## src/rtl/driver_sout_readback.sv

```systemverilog
// Passive SOUT readback checker: walks every driver chain through the SOUT mux and flags mismatches.
// Optional `captured` output enabled by DRIVER_SOUT_READBACK_CAPTURE_EN.
module driver_sout_readback #(
  parameter  int unsigned CONF_BITS      = 48,
  parameter  int unsigned NB_CHAINS      = 30,
  parameter  int unsigned SETTLE_CYCLES  = 4,
  parameter  int unsigned TIMEOUT_CYCLES = 4096,
  localparam int unsigned MUX_W          = $clog2(NB_CHAINS)
) (
  input  logic                 clk_33,
  input  logic                 rst,
  input  logic                 start,
  input  logic [CONF_BITS-1:0] expected,
  input  logic                 driver_sclk,
  input  logic                 driver_sout,
  output logic [MUX_W-1:0]     driver_sout_mux,
  output logic                 busy,
  output logic                 done,
  output logic                 error,
  output logic                 timeout,
  output logic [NB_CHAINS-1:0] error_mask
`ifdef DRIVER_SOUT_READBACK_CAPTURE_EN
  ,
  output logic [CONF_BITS-1:0] captured
`endif
);

  localparam int unsigned SET_W = (SETTLE_CYCLES > 1) ? $clog2(SETTLE_CYCLES) : 1;
  localparam int unsigned BIT_W = $clog2(CONF_BITS + 1);
  localparam int unsigned TMR_W = $clog2(TIMEOUT_CYCLES + 1);

  typedef enum logic [2:0] {
    ST_IDLE,
    ST_ARM,
    ST_CAPTURE,
    ST_CHECK,
    ST_DONE
  } state_t;

  state_t               r_state;
  logic                 r_sclk_q;
  logic [CONF_BITS-1:0] r_expected;
  logic [CONF_BITS-1:0] r_shift;
  logic [SET_W-1:0]     r_settle;
  logic [BIT_W-1:0]     r_bits;
  logic [TMR_W-1:0]     r_timer;
  logic [MUX_W-1:0]     r_mux;
  logic                 r_busy;
  logic                 r_done;
  logic                 r_error;
  logic                 r_timeout;
  logic [NB_CHAINS-1:0] r_mask;
`ifdef DRIVER_SOUT_READBACK_CAPTURE_EN
  logic [CONF_BITS-1:0] r_captured;
`endif

  logic                 w_rise;
  logic [NB_CHAINS-1:0] w_chain_bit;

  assign w_rise      = driver_sclk & ~r_sclk_q;
  assign w_chain_bit = NB_CHAINS'(1) << r_mux;

  // Edge-detect history runs in every state, including reset.
  always_ff @(posedge clk_33) begin
    r_sclk_q <= driver_sclk;
  end

  always_ff @(posedge clk_33) begin
    if (rst) begin
      r_state    <= ST_IDLE;
      r_expected <= '0;
      r_shift    <= '0;
      r_settle   <= '0;
      r_bits     <= '0;
      r_timer    <= '0;
      r_mux      <= '0;
      r_busy     <= 1'b0;
      r_done     <= 1'b0;
      r_error    <= 1'b0;
      r_timeout  <= 1'b0;
      r_mask     <= '0;
`ifdef DRIVER_SOUT_READBACK_CAPTURE_EN
      r_captured <= '0;
`endif
    end else begin
      r_done <= 1'b0;
      case (r_state)
        ST_IDLE: begin
          if (start) begin
            r_expected <= expected;
            r_mask     <= '0;
            r_error    <= 1'b0;
            r_timeout  <= 1'b0;
            r_mux      <= '0;
            r_settle   <= '0;
            r_busy     <= 1'b1;
            r_state    <= ST_ARM;
          end
        end
        ST_ARM: begin
          // Mux settling time; any sclk activity here is deliberately ignored.
          if (r_settle == SET_W'(SETTLE_CYCLES - 1)) begin
            r_settle <= '0;
            r_bits   <= '0;
            r_timer  <= '0;
            r_state  <= ST_CAPTURE;
          end else begin
            r_settle <= r_settle + SET_W'(1);
          end
        end
        ST_CAPTURE: begin
          if (w_rise) begin
            r_shift <= {r_shift[CONF_BITS-2:0], driver_sout};
            r_bits  <= r_bits + BIT_W'(1);
            r_timer <= '0;
            if (r_bits == BIT_W'(CONF_BITS - 1)) begin
              r_state <= ST_CHECK;
            end
          end else if (r_timer == TMR_W'(TIMEOUT_CYCLES - 1)) begin
            r_mask    <= r_mask | w_chain_bit;
            r_timeout <= 1'b1;
            r_state   <= ST_DONE;
          end else begin
            r_timer <= r_timer + TMR_W'(1);
          end
        end
        ST_CHECK: begin
          r_mask <= (r_shift != r_expected) ? (r_mask | w_chain_bit) : (r_mask & ~w_chain_bit);
`ifdef DRIVER_SOUT_READBACK_CAPTURE_EN
          r_captured <= r_shift;
`endif
          if (r_mux == MUX_W'(NB_CHAINS - 1)) begin
            r_state <= ST_DONE;
          end else begin
            r_mux    <= r_mux + MUX_W'(1);
            r_settle <= '0;
            r_state  <= ST_ARM;
          end
        end
        ST_DONE: begin
          r_done  <= 1'b1;
          r_busy  <= 1'b0;
          r_error <= |r_mask;
          r_state <= ST_IDLE;
        end
        default: begin
          r_state <= ST_IDLE;
        end
      endcase
    end
  end

  assign driver_sout_mux = r_mux;
  assign busy            = r_busy;
  assign done            = r_done;
  assign error           = r_error;
  assign timeout         = r_timeout;
  assign error_mask      = r_mask;
`ifdef DRIVER_SOUT_READBACK_CAPTURE_EN
  assign captured        = r_captured;
`endif

endmodule
```

## config.mk

```make
export PLATFORM = sky130hd
export DESIGN_NAME = driver_sout_readback
export DESIGN_NICKNAME = d
export VERILOG_FILES = /design/src/rtl/driver_sout_readback.sv
export SDC_FILE = /design/constraint.sdc
export NUM_CORES = 1
export LEC_CHECK = 0
export ABC_CLOCK_PERIOD_IN_PS = 2700
export CAP_MARGIN = 20
export CORE_MARGIN = 2
export CORE_UTILIZATION = 52
export CTS_BUF_LIST = sky130_fd_sc_hd__clkbuf_8
export CTS_CLUSTER_SIZE = 30
export DETAILED_ROUTE_END_ITERATION = 12
export MAX_ROUTING_LAYER = met4
export PLACE_DENSITY = 0.76
export SYNTH_ARGS = -nofsm -noshare
export SYNTH_HDL_FRONTEND = slang
export SYNTH_SLANG_ARGS = --single-unit
```

## constraint.sdc

```tcl
create_clock -name clk_33 -period 2.7 [get_ports clk_33]
set_input_delay 0.54 -clock clk_33 [delete_from_list [all_inputs] [get_ports clk_33]]
set_output_delay 0.54 -clock clk_33 [all_outputs]
set_load 0.005 [all_outputs]
```

## Word level (Yosys, flattened, before mapping)

Index checks and enable logic that the tools add are counted.

- Flip-flop bits (word level): 160
- Input port bits: 53
- Word-level logic and storage cells: 93

- Add/sub/neg operators: 4
- Equality and inequality tests: 18
- Shift operators: 1
- Mux-type cells: 34
- Bitwise operators: 5
- Reductions and logical operators: 18

Operator list:

| cell | number |
|---|---|
| $mux 30 | 4 |
| $pmux 30 s3 | 1 |
| $ne 48x48->1 | 1 |
| $mux 13 | 3 |
| $and 30x30->30 | 1 |
| $not 30->30 | 1 |
| $or 30x30->30 | 1 |
| $reduce_or 30->1 | 1 |
| $shl 1x5->30 const A | 1 |
| $pmux 13 s2 | 1 |
| $mux 3 | 6 |
| $add 13x1->13 const B | 1 |
| $eq 13x12->1 const B | 1 |
| $mux 6 | 2 |
| $ne 2x2->1 const B | 6 |
| $pmux 3 s4 | 1 |
| $pmux 6 s2 | 1 |
| $reduce_and 3->1 | 4 |
| $reduce_and 4->1 | 3 |
| $mux 5 | 2 |
| $pmux 5 s2 | 1 |
| $ne 3x3->1 const B | 3 |
| $reduce_bool 2->1 | 4 |
| $add 6x1->6 const B | 1 |
| 17 further kinds | 29 |

## Depth between registers and ports, before layout

Gate-level depths: netlist of run 1.

- Word-level depth: 5
- Depth in mapped cells: 8

## Worst setup path before layout of run 1

No wires, ideal clock.

- Path type: input -> register
- Start point: input start
- End point: register r_mask[23] (netlist: error_mask[23])
- Arrival: 1829 ps
- Data required time: 2566 ps
- Path slack: 737 ps
- Stages on the path: 5
- Cell sequence: or3b_1 a21o_1 nor4_4 buf_6 a311oi_1

- Word-level cells in the longest chain between the ends: 2

Ends and longest elaborated chain:

| item | RTL line | source |
|---|---|---|
| from (decl) | 12 | `input logic start,` |
| $ne 2x2->1 (no line) | - |  |
| $reduce_and 4->1 (no line) | - |  |
| to (signal assigned) | 120 | `r_mask <= r_mask \| w_chain_bit;` |
| to (signal assigned) | 128 | `r_mask <= (r_shift != r_expected) ? (r_mask \| w_chain_bit) : (r_mask & ~w_chain_bit);` |
| to (decl) | 52 | `logic [NB_CHAINS-1:0] r_mask;` |

No other way between the ends.
A chain may end at the register's enable or synchronous reset.

## Worst setup path in the final report of run 1

- Start point: register r_mux[3] (netlist: driver_sout_mux[3])
- End point: output driver_sout_mux[3]

RTL lines:

| item | RTL line | source |
|---|---|---|
| from (decl) | 47 | `logic [MUX_W-1:0] r_mux;` |
| from (signal assigned) | 135 | `r_mux <= r_mux + MUX_W'(1);` |
| to (decl) | 16 | `output logic [MUX_W-1:0] driver_sout_mux,` |

No word-level cell between the ends.

==> summary.md, run 1 <==
| Metric | Value |
|---|---|
| Congestion Overflow GR | `0` |
| Die Area | `14510 um2` |
| Multiplexer share of the synthesized area | `0.1419%` |
| Largest cells by area after synthesis | `dfxtp_1 (45%), nand2_1 (11%), a21oi_1 (8.6%), xor2_1 (6.6%), nor4_1 (2.7%)` |
| Final wirelength | `17.09 mm` |
| Max_cap viols | `0` |
| Post-route ant nets | `0` |
| N_diodes | `0` |
| Least-Margin Pin Slew | `just under 0.8 ns` |
| Worst-path clk slew | `0.09 ns` |
| Max-slew violations | `0` |
| Hold Path Class | `reg -> reg` |
| WS Path Type | `reg -> out` |
| Worst Hold Margin | `0.4707 ns` |
| Buf+Inv Stages, Crit Path | `1` |
| Fill cells | `1180` |
| Die Y | `~120 um` |
| Final period utilization | `86.78%` |
| Synthesized cell area | `between 7000 and 8000 um2` |
| # DRC | `0` |
| Antenna violations before repair | `0` |
| Synth Area in XOR/XNOR | `6.953%` |
| Fin Clk Skew | `0.01249 ns` |
| Compound-gate portion of the synthesized area | `between 10% and 20%` |
| Largest family of logic cells by synthesized area | `simple AND/OR/NAND/NOR gates` |
| Top Ports | `92` |
| Row cnt | `42` |
| Final core utilization | `63.94%` |
| Cells after synthesis | `just under 900` |
| CTS tree | `yes` |
| CP required | `2.16 ns` |
| GR Util All Layers | `24.55%` |
| Violation count after the first detailed-routing iteration | `661` |
| Hold Vio Cnt, Final | `0` |
| Post-Synth Adder-Cell Area | `between 1.5 and 2%` |
| Crit-path max FO | `15` |
| Post-Route Setup TNS | `0 ns` |
| Crit-path leading delay family | `flip-flops` |
| Register area share after synthesis | `around 45%` |
| DR vias | `6398` |
| Post-CTS sizing | `0` |
| # setup viols final | `0` |
| Final RePlAce weighted congestion | `0.9090` |
| CP max-delay cell | `dfxtp_1` |
| Asr flop ratio synth | `0%` |
| Total Power | `0.004940 W` |
| EDFF count, synth | `0` |
| HPWL after DPL | `roughly 12 mm` |
| Die width | `120.5 um` |
| H-Tree Depth | `4` |
| WL/cell | `15.17 um` |
| Synth top area share | `45.41%` |
| CTS Buffer Depth | `2` |
| Root Driver | `clkbuf_8` |
| CORE AREA | `13240 um2` |
| RSZ-0062 raised after global routing | `false` |
| Crit-path max cell delay | `0.70 ns` |
| Crit end category | `output pin` |
| Post-Synth Simple-Gate Area | `between 20% and 30%` |
| I/O Buffers | `slightly above 90` |
| TritonCTS buffer count | `17` |
| Main synth FF type | `dfxtp_1` |
| Mapped Avg Cell Area | `8.146 um2` |
| Commonest cells post-synth | `nand2_1 (213), dfxtp_1 (160), a21oi_1 (121)` |
| Leakage | `3.197 nW` |
| Flops & latches, synth | `160` |
| CTS Hold Bufs | `0` |
| Post-CTS Repair Setup Buffers | `0` |
| Critical Path Start Type | `flip-flop` |
| Count leader, synth | `nand2_1` |
| Share of layout cells above drive strength 1 | `roughly 6.4%` |
| Achievable Freq | `0.4268 GHz` |
| Non-Filler Cell Area, Final | `8467 um2` |
| PwrDens | `583.4 nW/um2` |
| Starting Density | `53.27%` |
| Area leader, netlist | `dfxtp_1` |
| Layout Area Growth over Synthesis | `20.02%` |
| Post-synthesis cell type count | `49` |
| Vias in the first global route | `5596` |
| Clock latency on the worst-skew pair | `around 0.47 ns` |
| Placed inst area | `around 8100 um2` |
| Max VDD drop | `0.0004230 V` |
| Worst Path Arrival | `1.80 ns` |
| Vias/cell | `5.677` |
| Clock sink total | `160` |
| First-pass GRT wire length | `roughly 28 mm` |
| Status | `finished clean` |
| Nets | `1001` |
| Drt first pass iters | `6` |
| Ys Warns | `0` |
| Syn nets | `~930` |
| Largest net degree at the start of global routing | `51` |
| Minimum clock period | `2.343 ns` |
| Cell Chain, Critical Path | `clkdlybuf4s50_1` |
| Slew headroom | `approximately 47%` |
-- state kept, by name, indices dropped and copies added (netlist names) --
name and flops:
r_shift 48, timeout 1, r_bits 6, error 1
r_settle 2, r_expected 48, busy 1, r_sclk_q 1
error_mask 30, driver_sout_mux 5, r_state 3, done 1
r_timer 13
-- cell families after synthesis --
kind of cell / count (synthesis)
flops: 160
buf+inv: 59
simple gates: 376
compound gates: 205
xor+xnor: 56
fa+ha+maj: 9
mux: 1
-- path summary, 6_finish.rpt --
path                           start                 end  slack (ns)  cells past startpoint
setup / recovery  driver_sout_mux[3]  driver_sout_mux[3]        0.36                      1
hold / removal        r_expected[32]      r_expected[32]        0.47                      2
setup reg to reg          r_state[0]      error_mask[24]        0.47                      5
hold reg to reg       r_expected[32]      r_expected[32]        0.47                      2
-- layer usage --
| layer | up-vias | global-route usage, % | routed length, um |
|---|---|---|---|
| li1 | 3173 | - | - |
| met1 | 3020 | 31.67 | 7806 |
| met2 | 179 | 37.75 | 8204 |
| met3 | 26 | 5.802 | 778 |
| met4 | 0 | 8.866 | 303 |
| met5 | - | - | 0 |
-- metrics by stage --
| stage | cells | setup slack (ns) |
|---|---|---|
| 2_1_floorplan | 866 | 0.7369 |
| 3_3_place_gp | 1096 | 0.2882 |
| 3_5_place_dp | 1096 | 0.2206 |
| 4_1_cts | 1127 | 0.3557 |
| 5_1_grt | 1127 | 0.2896 |
| 6_report | 1127 | 0.3569 |
-- power breakdown --
| part | switching (W) | internal, W |
|---|---|---|
| logic | 0.000413 | 0.000283 |
| clock network | 0.000898 | 0.000815 |
| registers | 0.0000860 | 0.00245 |
| total | 0.00140 | 0.00354 |
-- cell type report --
class | count | area [um2] | share of cell area (%)
clock buffers | 17 | 234.0 | 2.763
clock inverters | 14 | 143.9 | 1.699
inverters | 5 | 18.77 | 0.2217
multi-input cells | 647 | 3586 | 42.35
flip-flops and latches | 160 | 3203 | 37.83
well taps | 176 | 220.2 | 2.601
repair buffers | 108 | 1061 | 12.53
-- placed cells by master, fill, tap and decap left out, types with 2 or more instances in the layout --
cell type        count
or4_1                7
dfxtp_1            160
clkinv_2             4
a211oi_1            22
nor2_1              38
nor3_1              10
buf_12               2
clkinv_4             4
clkdlybuf4s50_1     90
o31ai_1              4
or3_1                7
nand2b_1             6
a21oi_1            121
nand2_1            213
xor2_1              53
ha_1                 9
nand3_1             14
nor4_4               2
or2_2                4
inv_1                6
bufinv_16            2
clkbuf_8            17
and3_1              12
a311oi_1             8
nand4_1             14
a31oi_1             27
nand4bb_1            2
o21ai_0             12
inv_6                2
xnor2_1              3
buf_4               16
nor2b_1              8
and2_1               2
nor4_1              30
Power figures use the tool's default switching activity.
==> run 2: changes to the inputs <==
--- a/config.mk
+++ b/config.mk
@@ -14,6 +14,7 @@
 export DETAILED_ROUTE_END_ITERATION = 12
 export MAX_ROUTING_LAYER = met4
 export PLACE_DENSITY = 0.76
+export REMOVE_ABC_BUFFERS = 1
 export SYNTH_ARGS = -nofsm -noshare
 export SYNTH_HDL_FRONTEND = slang
 export SYNTH_SLANG_ARGS = --single-unit
==> run 2 against run 1 <==
Register-to-register slack improved by 0.02 ns; first-iteration DRC count fell by 18%; cell count did not move; largest power group unchanged; clock-buffer cell count did not move; critical endpoint unchanged.
==> summary.md, run 2 (synthesis gave the netlist of run 1 again) <==
| Metric | Value |
|---|---|
| Status | `finished clean` |
| # DRC | `0` |
| PwrDens | `586.4 nW/um2` |
| TritonCTS buffer count | `17` |
| DR vias | `6285` |
| Layout Area Growth over Synthesis | `20.17%` |
| Total Power | `between 0.004 and 0.005 W` |
| Slew headroom | `53.50%` |
| Placed inst area | `8082 um2` |
| Worst-path clk slew | `0.09 ns` |
| WL/cell | `14.92 um` |
| Crit-path max FO | `15` |
| Minimum clock period | `2.287 ns` |
| Cell Chain, Critical Path | `clkdlybuf4s50_1` |
| Vias in the first global route | `5835` |
| Die Area | `14510 um2` |
| Hold Path Class | `in -> reg` |
| Max-slew violations | `0` |
| Achievable Freq | `around 0.44 GHz` |
| Final RePlAce weighted congestion | `0.8734` |
| Fin Clk Skew | `~0.0094 ns` |
| Antenna violations before repair | `0` |
| HPWL after DPL | `11.93 mm` |
| Post-place setup slack | `between 0.15 and 0.2 ns` |
| Crit-path max cell delay | `0.68 ns` |
| # setup viols final | `0` |
| Final period utilization | `84.72%` |
| Non-Filler Cell Area, Final | `8477 um2` |
| CTS Buffer Depth | `2` |
| Buf+Inv Stages, Crit Path | `1` |
| Leakage | `3.176 nW` |
| Hold Vio Cnt, Final | `0` |
| Top Ports | `92` |
| Post-CTS sizing | `0` |
| Most common cell after layout, fill and taps aside | `nand2_1` |
| Crit-path leading delay family | `flip-flops` |
| Final wirelength | `16.81 mm` |
| Share of layout cells above drive strength 1 | `6.414%` |
| Row cnt | `42` |
| CTS Hold Bufs | `0` |
| Post-route ant nets | `0` |
| Worst Path Arrival | `1.75 ns` |
| Least-Margin Pin Slew | `0.6961 ns` |
| Die width | `120.5 um` |
| I/O Buffers | `approximately 90` |
| Clock latency on the worst-skew pair | `0.46 ns` |
| Max_cap viols | `0` |
| CORE AREA | `13240 um2` |
| First-pass GRT wire length | `28.32 mm` |
| CP max-delay cell | `dfxtp_1` |
| Die Y | `120.5 um` |
| Clock sink total | `between 150 and 200` |
| Reg2reg setup slack | `0.49 ns` |
| GR Util All Layers | `24.92%` |
| Starting Density | `53.27%` |
| WS Path Type | `reg -> out` |
| Nets | `1000` |
| Drt first pass iters | `5` |
| Post-CTS Repair Setup Buffers | `0` |
| Worst setup margin | `0.4126 ns` |
| Violation count after the first detailed-routing iteration | `540` |
| Largest net degree at the start of global routing | `66` |
| CP required | `roughly 2.2 ns` |
| Congestion Overflow GR | `0` |
| Commonest non-fill, non-tap cells in the layout | `nand2_1 (213), dfxtp_1 (160), a21oi_1 (121)` |
| CTS tree | `yes` |
| N_diodes | `0` |
| H-Tree Depth | `4` |
| Vias/cell | `5.577` |
| Max VDD drop | `about 0.00034 V` |
| Crit end category | `output pin` |
| Root Driver | `clkbuf_8` |
| RSZ-0062 raised after global routing | `false` |
| Critical Path Start Type | `flip-flop` |
## run 2: metrics by stage
| step | TNS (ns) | hold WS, ns | utilization (%) | instances |
|---|---|---|---|---|
| 5_1_grt | 0 | 0.4577 | 64.01 | 1127 |
| 4_1_cts | 0 | 0.4296 | 64.01 | 1127 |
| 3_3_place_gp | 0 | 0.4561 | 61.03 | 1095 |
| 6_report | 0 | 0.4586 | 64.01 | 1127 |
| 3_5_place_dp | 0 | 0.4598 | 61.03 | 1095 |
| 2_1_floorplan | -40.45 | 0.4418 | - | 812 |
## run 2: final timing paths
kind	from	end	cells after the start
setup reg to reg	r_state[0]	error_mask[2]	5
hold / removal	rst	driver_sout_mux[1]	2
hold reg to reg	r_expected[20]	r_expected[20]	2
setup / recovery	driver_sout_mux[3]	driver_sout_mux[3]	1
## run 2: layer usage
| layer | track usage [%] | vias up | wire length [um] | part of all wire, % |
|---|---|---|---|---|
| met1 | 31.56 | 2912 | 7463 | 44 |
| li1 | - | 3184 | - | - |
| met3 | 5.330 | 16 | 835 | 5.0 |
| met5 | - | - | 0 | 0 |
| met2 | 40.50 | 173 | 8364 | 50 |
| met4 | 6.904 | 0 | 150 | 0.89 |
## run 2: where the power goes
part	internal (W)	switching [W]
sequential	0.00245	0.0000839
clock	0.000829	0.000926
combinational	0.000281	0.000406
total	0.00356	0.00141
## run 2: final cells by class
class,instances,area (um2)
Clock buffer,17,234.0
Clock inverter,15,161.4
Fill cell,1210,4766
Inverter,5,18.77
Multi-Input combinational cell,647,3586
Sequential cell,160,3203
Tap cell,176,220.2
Timing Repair Buffer,107,1054
==> run 3: changes to the inputs <==
--- a/config.mk
+++ b/config.mk
@@ -5,7 +5,7 @@
 export SDC_FILE = /design/constraint.sdc
 export NUM_CORES = 1
 export LEC_CHECK = 0
-export ABC_CLOCK_PERIOD_IN_PS = 2700
+export ABC_CLOCK_PERIOD_IN_PS = 2000
 export CAP_MARGIN = 20
 export CORE_MARGIN = 2
 export CORE_UTILIZATION = 52
@@ -13,7 +13,7 @@
 export CTS_CLUSTER_SIZE = 30
 export DETAILED_ROUTE_END_ITERATION = 12
 export MAX_ROUTING_LAYER = met4
-export PLACE_DENSITY = 0.76
+export PLACE_DENSITY = 0.79
 export REMOVE_ABC_BUFFERS = 1
 export SYNTH_ARGS = -nofsm -noshare
 export SYNTH_HDL_FRONTEND = slang
==> constraint.sdc (replaced) <==
create_clock -name clk_33 -period 2 [get_ports clk_33]
set_input_delay 0.4 -clock clk_33 [delete_from_list [all_inputs] [get_ports clk_33]]
set_output_delay 0.4 -clock clk_33 [all_outputs]
set_load 0.005 [all_outputs]
==> run 3 against run 2 <==
The flow now finishes with violations (setup timing); largest power group unchanged; highest routed layer unchanged; critical path depth is 5 higher; combinational power up 59%; wire length rose by 4.7%; register-to-register slack worse by 0.50 ns; flip-flop and latch count did not move; first-iteration DRC count increased by 17%; die area did not move; critical endpoint is now error_mask[16]; global-route usage decreased by 0.060 points; power is 39% higher.
==> summary.md, run 3 (synthesis gave the netlist of run 1 again) <==
| Metric | Value |
|---|---|
| # DRC | `0` |
| CTS Buffer Depth | `2` |
| Worst Hold Depth | `2` |
| # setup viols final | `1` |
| Hold Path Sink | `r_timer[0]` |
| HPWL after DPL | `approximately 12 mm` |
| Worst setup margin | `-0.01123 ns` |
| CTS Hold Bufs | `0` |
| RSZ-0062 raised after global routing | `true` |
| Congestion Overflow GR | `0` |
| Failing checks | `setup timing` |
| Most common cell after layout, fill and taps aside | `nand2_1` |
| Die width | `120.5 um` |
| Hold Path Class | `in -> reg` |
| Grt met1 use | `approximately 30%` |
| Vias in the first global route | `5912` |
| Crit end category | `flip-flop` |
| Max_cap viols | `0` |
| Fin Clk Skew | `0.01467 ns` |
| Row cnt | `42` |
| First-pass GRT wire length | `28.16 mm` |
| Max VDD drop | `0.0004852 V` |
| Placed inst area | `~8300 um2` |
| Final wirelength | `17.60 mm` |
| N_diodes | `0` |
| Fill cells | `about 1.1k` |
| GR Util All Layers | `24.86%` |
| Part of the power in the clock network | `35.2%` |
| Vias/cell | `between 5 and 6` |
| PwrDens | `783.0 nW/um2` |
| Share of layout cells above drive strength 1 | `a little over a tenth` |
| Clock sink total | `between 150 and 200` |
| Net Sw Frac | `28.28%` |
| Top Ports | `92` |
| Non-Filler Cell Area, Final | `8840 um2` |
| I/O Buffers | `91` |
| Worst Hold Margin | `roughly 0.28 ns` |
| Critical Path Start Type | `flip-flop` |
| Layout Area Growth over Synthesis | `25.31%` |
| Most used routing layer | `met2` |
| Least-Margin Pin Slew | `~0.55 ns` |
| CP required | `approximately 2.4 ns` |
| Hold Vio Cnt, Final | `0` |
| Violation count after the first detailed-routing iteration | `between 600 and 700` |
| Nets | `1032` |
| Post-route ant nets | `0` |
| Reg power frac | `49.1%` |
| H-Tree Depth | `4` |
| Die Y | `120.5 um` |
| Achievable Freq | `a little under 0.5 GHz` |
| Worst-path clk slew | `~0.090 ns` |
| Worst r2r src | `r_state[2]` |
| Met2 GRT Util | `39.55%` |
| CTS tree | `yes` |
| Reg2reg setup slack | `-0.01 ns` |
| Logic pwr share | `15.7%` |
| TritonCTS buffer count | `17` |
| WS Path Type | `reg -> reg` |
| Final period utilization | `100.6%` |
| Slew headroom | `63.34%` |
| Clock latency on the worst-skew pair | `0.47 ns` |
| WL/cell | `~15 um` |
| Minimum clock period | `roughly 2.0 ns` |
| Worst R2R Path Depth | `6` |
| Status | `finished, violations left` |
| Antenna violations before repair | `0` |
| Largest net degree at the start of global routing | `between 80 and 90` |
| Crit-path max FO | `11` |
| Drt first pass iters | `5` |
| Total Power | `0.006922 W` |
| Root Driver | `clkbuf_8` |
| Starting Density | `53.27%` |
| Switch Pwr | `between 0.0015 and 0.002 W` |
| HP Start | `rst` |
| Commonest non-fill, non-tap cells in the layout | `nand2_1 (213), dfxtp_1 (153), a21oi_1 (120)` |
| DR vias | `6543` |
| Final RePlAce weighted congestion | `0.8683` |
| CORE AREA | `roughly 13000 um2` |
| Die Area | `14510 um2` |
| Worst Path Arrival | `2.39 ns` |
| Max-slew violations | `0` |
| Global-route track usage on met3 | `under 10%` |
| Leakage | `3.393 nW` |
| Design internal power | `0.004964 W` |
| Reg-to-reg endpoint | `error_mask[16]` |
[run 3: cell types whose count changed in the layout (fill, tap and decap cells not counted), sizes merged]
cell      change
buf          +30
clkinvlp      -4
clkinv        +1
o21a          +2
clkbuf        +2
inv           +1
[run 3: worst max-delay path: stages, from the launching register on]
cell,delay [ns]
dfxtp_4,0.36
or4b_4,0.54
nor4_4,0.27
buf_4,0.20
o21a_4,0.22
a31oi_1,0.10
a211oi_1,0.24
[run 3: power by group through the flow]
| stage | sequential, W | combinational (W) | clock [W] |
|---|---|---|---|
| global route | 0.00341 | 0.00120 | 0.00259 |
| finish | 0.00340 | 0.00109 | 0.00244 |
| detailed placement | 0.00347 | 0.00100 | 0 |
| floorplan | 0.00345 | 0.000565 | 0 |
| CTS | 0.00340 | 0.00101 | 0.00246 |
| global placement | 0.00347 | 0.000992 | 0 |
[run 3: cell type report]
cell class | instances | area [um2] | area share (%)
Multi-Input combinational cell | 649 | 3645 | 41.23
Tap cell | 176 | 220.2 | 2.491
Sequential cell | 160 | 3219 | 36.42
Clock buffer | 19 | 261.5 | 2.958
Clock inverter | 13 | 146.4 | 1.656
Inverter | 5 | 18.77 | 0.2123
Timing Repair Buffer | 137 | 1329 | 15.03
[run 3: worst max path at each step]
stage / slack (ns) / depth (start not counted) / startpoint / endpoint
after floorplan: -1.68 / 5 / r_state[1] / error
after global placement: -0.32 / 6 / start / error_mask[7]
after detailed placement: -0.34 / 6 / start / error_mask[3]
after CTS: 0.009 / 7 / r_timer[0] / error_mask[15]
after global routing: -0.06 / 6 / r_state[2] / error_mask[3]
final: -0.01 / 6 / r_state[2] / error_mask[16]
[run 3: routing by layer]
metal  routed length, um  part of all wire [%]  vias up
met5                   0                     0        -
met2                8327                    47      229
met3                1015                   5.8       54
met1                7716                    44     3020
met4                 537                   3.1        0
li1                    -                     -     3240
[run 3: stage by stage]
step	setup slack (ns)	std cells	setup TNS (ns)	utilization (%)
detailed placement	-0.3395	1120	-12.33	62.82
CTS	0.008725	1152	0	65.99
finish	-0.01123	1159	-0.01123	66.75
global route	-0.05923	1159	-0.3518	66.75
global placement	-0.3210	1120	-10.73	62.82
floorplan	-1.677	812	-96.27	-
[run 3: repair_timing]
action                     in CTS  in global routing
setup endpoints to repair      28                 28
setup buffers                   0                  5
gates cloned                    0                  2
pin swaps                       0                  7
hold endpoints to repair        0                  0
resized for setup               4                 14
